===== src/rtl/ode_buf_pkg.sv =====
// Shared constants and helpers for the buffer_rd_mt_pipe elastic buffer.
package ode_buf_pkg;

    localparam int DEF_WIDTH = 32;
    localparam int DEF_NCH   = 2;
    localparam int DEF_DEPTH = 2;

    // Width of an occupancy counter able to hold 0..depth.
    function automatic int occ_w(input int depth);
        return $clog2(depth + 1);
    endfunction

    // Bit offset of channel k inside a packed NCH*WIDTH word.
    function automatic int ch_off(input int k, input int width);
        return k * width;
    endfunction

endpackage


===== src/rtl/buffer_rd_mt_stage.sv =====
// One elastic register stage: data word plus valid flag.
// Loads when adv_i is high; data only captures valid words so the last
// accepted value is held across bubbles.
module buffer_rd_mt_stage
    import ode_buf_pkg::*;
#(
    parameter int W = 2 * DEF_WIDTH
) (
    input  logic         clk,
    input  logic         rst_async_n_i,
    input  logic         rst_sync_i,
    input  logic         adv_i,
    input  logic         vld_i,
    input  logic [W-1:0] data_i,
    output logic         vld_o,
    output logic [W-1:0] data_o
);

    logic         vld_q;
    logic         vld_d;
    logic [W-1:0] data_q;
    logic [W-1:0] data_d;

    // Next state: flush wins, otherwise load on advance, otherwise hold.
    always_comb begin
        vld_d  = vld_q;
        data_d = data_q;
        if (rst_sync_i) begin
            vld_d  = 1'b0;
            data_d = '0;
        end else if (adv_i) begin
            vld_d = vld_i;
            if (vld_i) begin
                data_d = data_i;
            end
        end
    end

    // Stage registers with asynchronous clear.
    always_ff @(posedge clk or negedge rst_async_n_i) begin
        if (!rst_async_n_i) begin
            vld_q  <= 1'b0;
            data_q <= '0;
        end else begin
            vld_q  <= vld_d;
            data_q <= data_d;
        end
    end

    assign vld_o  = vld_q;
    assign data_o = data_q;

endmodule


===== src/rtl/buffer_rd_mt_pipe.sv =====
// Parametrised elastic pipeline buffer: NCH channels of WIDTH bits through
// DEPTH valid/ready stages with bubble collapsing and a synchronous flush.
// Optional macro BUFFER_RD_MT_OCC_EN adds the registered occupancy output occ.
module buffer_rd_mt_pipe
    import ode_buf_pkg::*;
#(
    parameter int WIDTH = DEF_WIDTH,
    parameter int NCH   = DEF_NCH,
    parameter int DEPTH = DEF_DEPTH
) (
    input  logic                 clk,
    input  logic                 rst_async,
    input  logic                 rst_sync,
    input  logic                 in_valid,
    output logic                 in_ready,
    input  logic [NCH*WIDTH-1:0] in_data,
    output logic                 out_valid,
    input  logic                 out_ready,
    output logic [NCH*WIDTH-1:0] out_data
`ifdef BUFFER_RD_MT_OCC_EN
    ,
    output logic [occ_w(DEPTH)-1:0] occ
`endif
);

    localparam int W = NCH * WIDTH;

    logic [DEPTH-1:0] vld;
    logic [DEPTH-1:0] adv;
    logic [W-1:0]     stage_data [DEPTH];

    genvar gi;
    generate
        for (gi = 0; gi < DEPTH; gi++) begin : gen_stage
            logic         vld_in;
            logic [W-1:0] data_in;

            // The backward chain adv_i = adv_{i+1} | ~vld_i unrolls to:
            // stage i may advance if downstream accepts or any stage at or
            // after i is empty. Written flat to avoid a combinational loop
            // through the vector.
            assign adv[gi] = out_ready | ~(&vld[DEPTH-1:gi]);

            if (gi == 0) begin : gen_head
                assign vld_in  = in_valid;
                assign data_in = in_data;
            end else begin : gen_body
                assign vld_in  = vld[gi-1];
                assign data_in = stage_data[gi-1];
            end

            buffer_rd_mt_stage #(
                .W (W)
            ) u_stage (
                .clk           (clk),
                .rst_async_n_i (rst_async),
                .rst_sync_i    (rst_sync),
                .adv_i         (adv[gi]),
                .vld_i         (vld_in),
                .data_i        (data_in),
                .vld_o         (vld[gi]),
                .data_o        (stage_data[gi])
            );
        end
    endgenerate

    assign in_ready  = adv[0];
    assign out_valid = vld[DEPTH-1];
    assign out_data  = stage_data[DEPTH-1];

`ifdef BUFFER_RD_MT_OCC_EN
    localparam int OW = occ_w(DEPTH);

    logic          in_xfer;
    logic          out_xfer;
    logic [OW-1:0] occ_q;
    logic [OW-1:0] occ_d;

    assign in_xfer  = in_valid & in_ready;
    assign out_xfer = out_valid & out_ready;

    // Occupancy next state: +1 on accept only, -1 on release only.
    always_comb begin
        occ_d = occ_q;
        if (rst_sync) begin
            occ_d = '0;
        end else if (in_xfer && !out_xfer) begin
            occ_d = occ_q + OW'(1);
        end else if (out_xfer && !in_xfer) begin
            occ_d = occ_q - OW'(1);
        end
    end

    // Occupancy register.
    always_ff @(posedge clk or negedge rst_async) begin
        if (!rst_async) begin
            occ_q <= '0;
        end else begin
            occ_q <= occ_d;
        end
    end

    assign occ = occ_q;

`ifndef SYNTHESIS
    occ_bound_a: assert property (@(posedge clk) disable iff (!rst_async)
                                  32'(occ_q) <= DEPTH);
`endif
`endif

endmodule


===== config.mk =====
export PLATFORM = sky130hd
export DESIGN_NAME = buffer_rd_mt_pipe
export DESIGN_NICKNAME = d
export VERILOG_FILES = /design/src/rtl/ode_buf_pkg.sv /design/src/rtl/buffer_rd_mt_stage.sv /design/src/rtl/buffer_rd_mt_pipe.sv
export SDC_FILE = /design/constraint.sdc
export NUM_CORES = 1
export LEC_CHECK = 0
export CAP_MARGIN = 10
export CORE_ASPECT_RATIO = 0.6
export CORE_MARGIN = 2
export CORE_UTILIZATION = 50
export CTS_CLUSTER_DIAMETER = 40
export DETAILED_ROUTE_END_ITERATION = 8
export PLACE_DENSITY = 0.87
export SLEW_MARGIN = 20
export SYNTH_ARGS = -nofsm -noshare
export SYNTH_HDL_FRONTEND = slang
export SYNTH_SLANG_ARGS = --single-unit
export TNS_END_PERCENT = 100

===== constraint.sdc =====
create_clock -name clk -period 2.7 [get_ports clk]
set_input_delay 0.405 -clock clk [delete_from_list [all_inputs] [get_ports clk]]
set_output_delay 0.405 -clock clk [all_outputs]
set_load 0.02 [all_outputs]

### Word level (Yosys, flattened, before mapping)

Index checks and enable logic that the tools add are counted.

* flip-flop bits (word level): 130
* bits of input ports: 69
* output and inout port bits: 66
* logic and storage cells: 25

* mux-type cells: 10
* bitwise operators: 4
* reduce and logical (&&, ||, !) cells: 7

Operators with widths (count)
* 64-bit two-way mux: 6
* 2-bit nonzero test: 4
* 2-bit AND reduction: 3
* 1-bit two-way mux: 4
* 1-bit inverter: 2
* 1-bit bitwise OR: 2

### Depth between registers and ports, before layout

* word-level depth: 5
* gate-level depth with buffers: 5
* gate-level depth less buffers: 4

### Cells and area by module

From an unflattened synthesis, not the netlist that was laid out.

* cells, all modules: 590
* area, all modules: 6304.8 um^2

By module, submodules not included
* buffer_rd_mt_stage: times used 2, cells each 294, area an instance 3145.5 um^2
* buffer_rd_mt_pipe: times used 1, cells each 2, area an instance 13.8 um^2

### Least setup slack after synthesis

OpenSTA, ideal clock, no wires.

* path kind: register -> register
* from: register gen_stage[1].u_stage.vld_q
* to: register gen_stage[0].u_stage.data_q[10]
* arrival time: 1.428 ns
* required time: 2.635 ns
* setup slack: 1.206 ns
* stages on the path, launching flop included: 6
* clock period less this slack: 1.494 ns
* path through: dfrtp_1 and3b_1 inv_1 a21oi_4 buf_4 a22o_1

* word-level cells in the longest chain between the ends: 5

RTL lines
* start: declaration: line buffer_rd_mt_stage.sv:19 `logic vld_q;`
* start signal: assignment: line buffer_rd_mt_stage.sv:45 `vld_q <= vld_d;`
* 2-bit AND reduction: line buffer_rd_mt_pipe.sv:42 `assign adv[gi] = out_ready | ~(&vld[DEPTH-1:gi]);`
* 1-bit inverter: line buffer_rd_mt_pipe.sv:42
* 1-bit bitwise OR: line buffer_rd_mt_pipe.sv:42
* via in_ready: line buffer_rd_mt_pipe.sv:15 `output logic in_ready,`
* 2-bit nonzero test (no line)
* 2-bit AND reduction (no line)
* end signal: assignment: line buffer_rd_mt_stage.sv:46 `data_q <= data_d;`
* end: declaration: line buffer_rd_mt_stage.sv:21 `logic [W-1:0] data_q;`

The timed path passes the listed nets, and every way through them passes these cells.
A chain may end at the register's enable or synchronous reset.

### Worst setup path after layout

* from: input out_ready
* to: output in_ready

* word-level cells in the longest chain between the ends: 1

RTL lines
* start: declaration: line buffer_rd_mt_pipe.sv:18 `input logic out_ready,`
* 1-bit bitwise OR: line buffer_rd_mt_pipe.sv:42
* end: declaration: line buffer_rd_mt_pipe.sv:15

No other way between the ends.

==> run summary <==
The logs give 130 for the number of clock sinks seen by CTS and 17 for the number of clock buffers inserted by TritonCTS. At the end of routability-driven placement, the weighted congestion stood at 0.780. The classification of the worst setup path was in -> out.

The final count of pins violating max slew is 0, and the buffer count from post-CTS setup fixing is 0. For this run, the detailed router's first-pass iteration total came to 4. After Yosys synthesis, and, or, nand and nor cells account for 1.11% of the synthesized area.

The tools report the achievable clock frequency as 0.433 GHz. The number of antenna diodes in the final layout is 0. After synthesis, the largest family of logic cells by area is compound AO/OA/AOI/OAI gates. The final design utilization is 73.4%, and the count of non-filler cells in the finished layout is 557. The run gives 392 ps as the worst setup slack after layout. In this run the static leakage power is 3.05 nW.

Synthesis produced a netlist with a net count of 366. The tools report the net switching component of the power as 0.00100 W. TritonCTS built the clock tree. Number of global-route vias before repair: 3287.

The worst-case IR drop observed on VDD is 0.000574 V. The number of I/O port buffers was 134. In this run, the clock network consumes 47.7% of the power. The floorplan die area is 10000 sq um, and the logic gate share of total power is 8.3%.

The path class of the tightest hold or removal check is in -> async. The endpoint identified for the worst register-to-register timing path is gen_stage[0].u_stage.data_o[58]$_DFFE_PN0P_. For this run, the post-layout net count is 498.

Dividing the detail-routed via count by the number of cells gives 5.83. The starting density of the core is 51.0%. After clock tree synthesis, the repair step resized 0 gates. Die height: 78.4 um. Clock-pin slew was measured on the worst setup and hold paths at 50 ps.

In this run the tightest slew margin relative to its limit is 54.9%. STA classifies the critical path startpoint as an input port. The number of failing setup endpoints in the final timing report was 0; the pre-CTS setup slack was 404 ps. Of all nets on the critical path, the largest fanout is 3. Power spread over the standard cell area amounts to 713 nW/um^2.

Number of hold-repair buffers added at the cts stage: 0. In this run the critical register-to-register path is launched from gen_stage[0].u_stage.vld_o$_DFFE_PN0P_. The flow ran to the end, and the final reports show no timing, DRC or antenna violations. The run gives 23.5% as the global-route usage over all layers. The final sum of negative setup slack was 0 ps. The clock arrives with 9.04 ps of skew. Complex-gate fraction of the synthesized area: 24.8%.

Summing over every cut layer, the via total after detailed routing is 3250. Cell internal power was estimated by the tool at 0.00373 W. The logs give 1900 ps for the data arrival time at the worst-slack endpoint and 1140 ps for the setup slack on the worst flop-to-flop path. The routed length per placed instance is 20.0 um. The end point of the critical path was in_ready. The detail route stage leaves a number of antenna-violating nets equal to 0. Traced cell by cell, the critical path runs through clkdlybuf4s50_1, and3b_1, inv_1, clkdlybuf4s50_1. The required time reported for the critical path endpoint is 2300 ps, and the number of instances in the placed design is 526.

Summing the areas of all fa, ha and maj instances in the mapped netlist gives 0% of the synthesized area. The share of total power dissipated in sequential elements is 43.9%. The initial antenna violation count came out at 0.

After synthesis, flip-flops and latches occupy 70.5% of the total area. The tools report the clock tree root buffer cell as sky130_fd_sc_hd__clkbuf_16. In this run switching power makes up 21.1% of total power.

The floorplan step set the die width to 128 um. After synthesis, the mean cell area works out to 15.5 sq um. The longest individual stage delay on the worst path works out to 630 ps. Of the available clock period, the critical path in the final layout requires 85.5%. The cell that appears most often on the critical path is sky130_fd_sc_hd__clkdlybuf4s50_1. The run gives 4610 sq um as the post-synthesis instance area.

Count of final hold-check violations: 0. The share of cells above drive strength 1 is 8.62%, and the number of different library cells in the post-synthesis netlist is 14. Yosys printed 0 warnings. Entering global routing, the biggest net connects 131 pins.

The first routing iteration left 230 violations. The clock period could shrink to 2310 ps. The placeable core region was 9050 sq um; the detailed placer's ending HPWL was 6630 um.

The cell count after synthesis came out at 297. From synthesis to final layout, the design area changed by 44.0%. The critical path launch point was out_ready. For this block, the routed nets add up to 11100 um of wire.

Setup repair after global routing left no endpoint under its margin. The portion of synthesized area spent on multiplexers is 0%. The tools report the residual DRC count as 0. Global routing finished with a remaining overflow of 0. The sort of element at the end of the critical path is a primary output.

The first global-routing pass estimated 17800 um of wire. After floorplanning, the core was divided into 27 placement rows. The length in cells of the worst reg-to-reg path came out at 5.

After Yosys synthesis, XOR and XNOR cells account for 0% of the synthesized area. The number of register bits inferred by synthesis works out to 130. At the later pin of the worst-skew pair, clock insertion delay measures 400 ps. The clock tree synthesis step divided the H-tree into 4 levels.

The post-route worst hold slack came out at 88.8 ps. The number of maximum-capacitance violations was 0. Among all stages on the critical path, the largest delay is contributed by sky130_fd_sc_hd__clkdlybuf4s50_1. For the maximum clock insertion buffer count, the log shows 2. The tools report the number of top-level design ports as 135. At the pin with the least slew margin, the transition time is 677 ps.
[critical path: cells and delay by family]
kind / cells / cell delay (ps)
buffers and inverters: 3 / 1270
and+or+nand+nor: 1 / 220
[flip-flops by register name, summed over array words and instances, names as in the netlist]
name,cells
gen_stage.u_stage.data_o,128
gen_stage.u_stage.vld_o,2
[worst min-delay path by stage]
stage / startpoint / to / slack (ps) / cells after the start
floorplan: rst_async / gen_stage[0].u_stage.data_o[0]$_DFFE_PN0P_ / 110 / 0
global placement: gen_stage[0].u_stage.data_o[40]$_DFFE_PN0P_ / gen_stage[1].u_stage.data_o[40]$_DFFE_PN0P_ / 470 / 1
detailed placement: gen_stage[0].u_stage.data_o[42]$_DFFE_PN0P_ / gen_stage[1].u_stage.data_o[42]$_DFFE_PN0P_ / 480 / 1
CTS: rst_async / gen_stage[1].u_stage.data_o[56]$_DFFE_PN0P_ / 150 / 2
global route: rst_async / gen_stage[0].u_stage.data_o[47]$_DFFE_PN0P_ / 160 / 2
finish: rst_async / gen_stage[0].u_stage.data_o[47]$_DFFE_PN0P_ / 90 / 2
[power groups by stage]
| stage | sequential (W) | combinational, W | clock (W) |
|---|---|---|---|
| final | 0.00208 | 0.000394 | 0.00226 |
| after global routing | 0.00209 | 0.000425 | 0.00239 |
| after CTS | 0.00208 | 0.000400 | 0.00230 |
| after detailed placement | 0.00211 | 0.000396 | 0 |
| after global placement | 0.00211 | 0.000389 | 0 |
| after floorplan | 0.00213 | 0.000142 | 0 |
[metal layers]
metal	GRT usage [%]	wire length, um	vias to the layer above
met5	0	0	-
met3	6.48	850	6
met2	33.1	4860	156
li1	-	-	1413
met4	6.92	59	0
met1	35.8	5360	1675
[cells in the mapped netlist]
| master | number | area [sq um] |
|---|---|---|
| sky130_fd_sc_hd__a22o_1 | 128 | 1120 |
| sky130_fd_sc_hd__nor2b_1 | 1 | 6.26 |
| sky130_fd_sc_hd__inv_1 | 1 | 3.75 |
| sky130_fd_sc_hd__a21oi_4 | 1 | 16.3 |
| sky130_fd_sc_hd__buf_6 | 3 | 33.8 |
| sky130_fd_sc_hd__buf_2 | 19 | 95.1 |
| sky130_fd_sc_hd__nor3b_1 | 2 | 15.0 |
| sky130_fd_sc_hd__nand2b_1 | 1 | 6.26 |
| sky130_fd_sc_hd__and3b_1 | 1 | 8.76 |
| sky130_fd_sc_hd__nor2_1 | 4 | 15.0 |
| sky130_fd_sc_hd__a21oi_2 | 1 | 8.76 |
| sky130_fd_sc_hd__dfrtp_1 | 130 | 3250 |
| sky130_fd_sc_hd__clkbuf_1 | 2 | 7.51 |
| sky130_fd_sc_hd__buf_4 | 3 | 22.5 |
[stage by stage]
| stage | total power [W] | area [sq um] |
|---|---|---|
| floorplan | 0.00227 | 4610 |
| global placement | 0.00250 | 6050 |
| detailed placement | 0.00251 | 6050 |
| CTS | 0.00478 | 6640 |
| global route | 0.00491 | 6640 |
| finish | 0.00474 | 6640 |
[layout make-up]
type | instances | area [sq um]
multi-input combinational | 139 | 1210
tap | 116 | 145
fill | 584 | 2410
timing repair buffer | 140 | 1430
clock inverter | 4 | 70.1
clock buffer | 27 | 523
inverter | 1 | 3.75
sequential | 130 | 3250
[cells in the final DEF (no fill, tap or decap)]
| cell type | synthesis | layout |
|---|---|---|
| sky130_fd_sc_hd__clkinv_2 | 0 | 2 |
| sky130_fd_sc_hd__buf_12 | 0 | 4 |
| sky130_fd_sc_hd__inv_1 | 1 | 1 |
| sky130_fd_sc_hd__nand2b_1 | 1 | 1 |
| sky130_fd_sc_hd__nor3b_2 | 0 | 2 |
| sky130_fd_sc_hd__dfrtp_1 | 130 | 130 |
| sky130_fd_sc_hd__clkdlybuf4s50_1 | 0 | 133 |
| sky130_fd_sc_hd__and3b_1 | 1 | 1 |
| sky130_fd_sc_hd__clkbuf_8 | 0 | 6 |
| sky130_fd_sc_hd__buf_4 | 3 | 3 |
| sky130_fd_sc_hd__nor2b_1 | 1 | 1 |
| sky130_fd_sc_hd__clkbuf_1 | 2 | 4 |
| sky130_fd_sc_hd__bufinv_16 | 0 | 2 |
| sky130_fd_sc_hd__clkbuf_16 | 0 | 17 |
| sky130_fd_sc_hd__a22o_1 | 128 | 128 |
| sky130_fd_sc_hd__a21oi_4 | 1 | 2 |
| sky130_fd_sc_hd__nor2_1 | 4 | 4 |
[kinds of logic after synthesis]
family          Yosys count
buf+inv                  28
flops                   130
compound gates          130
simple gates              9
Note: power is estimated with default switching activity, not from simulation.
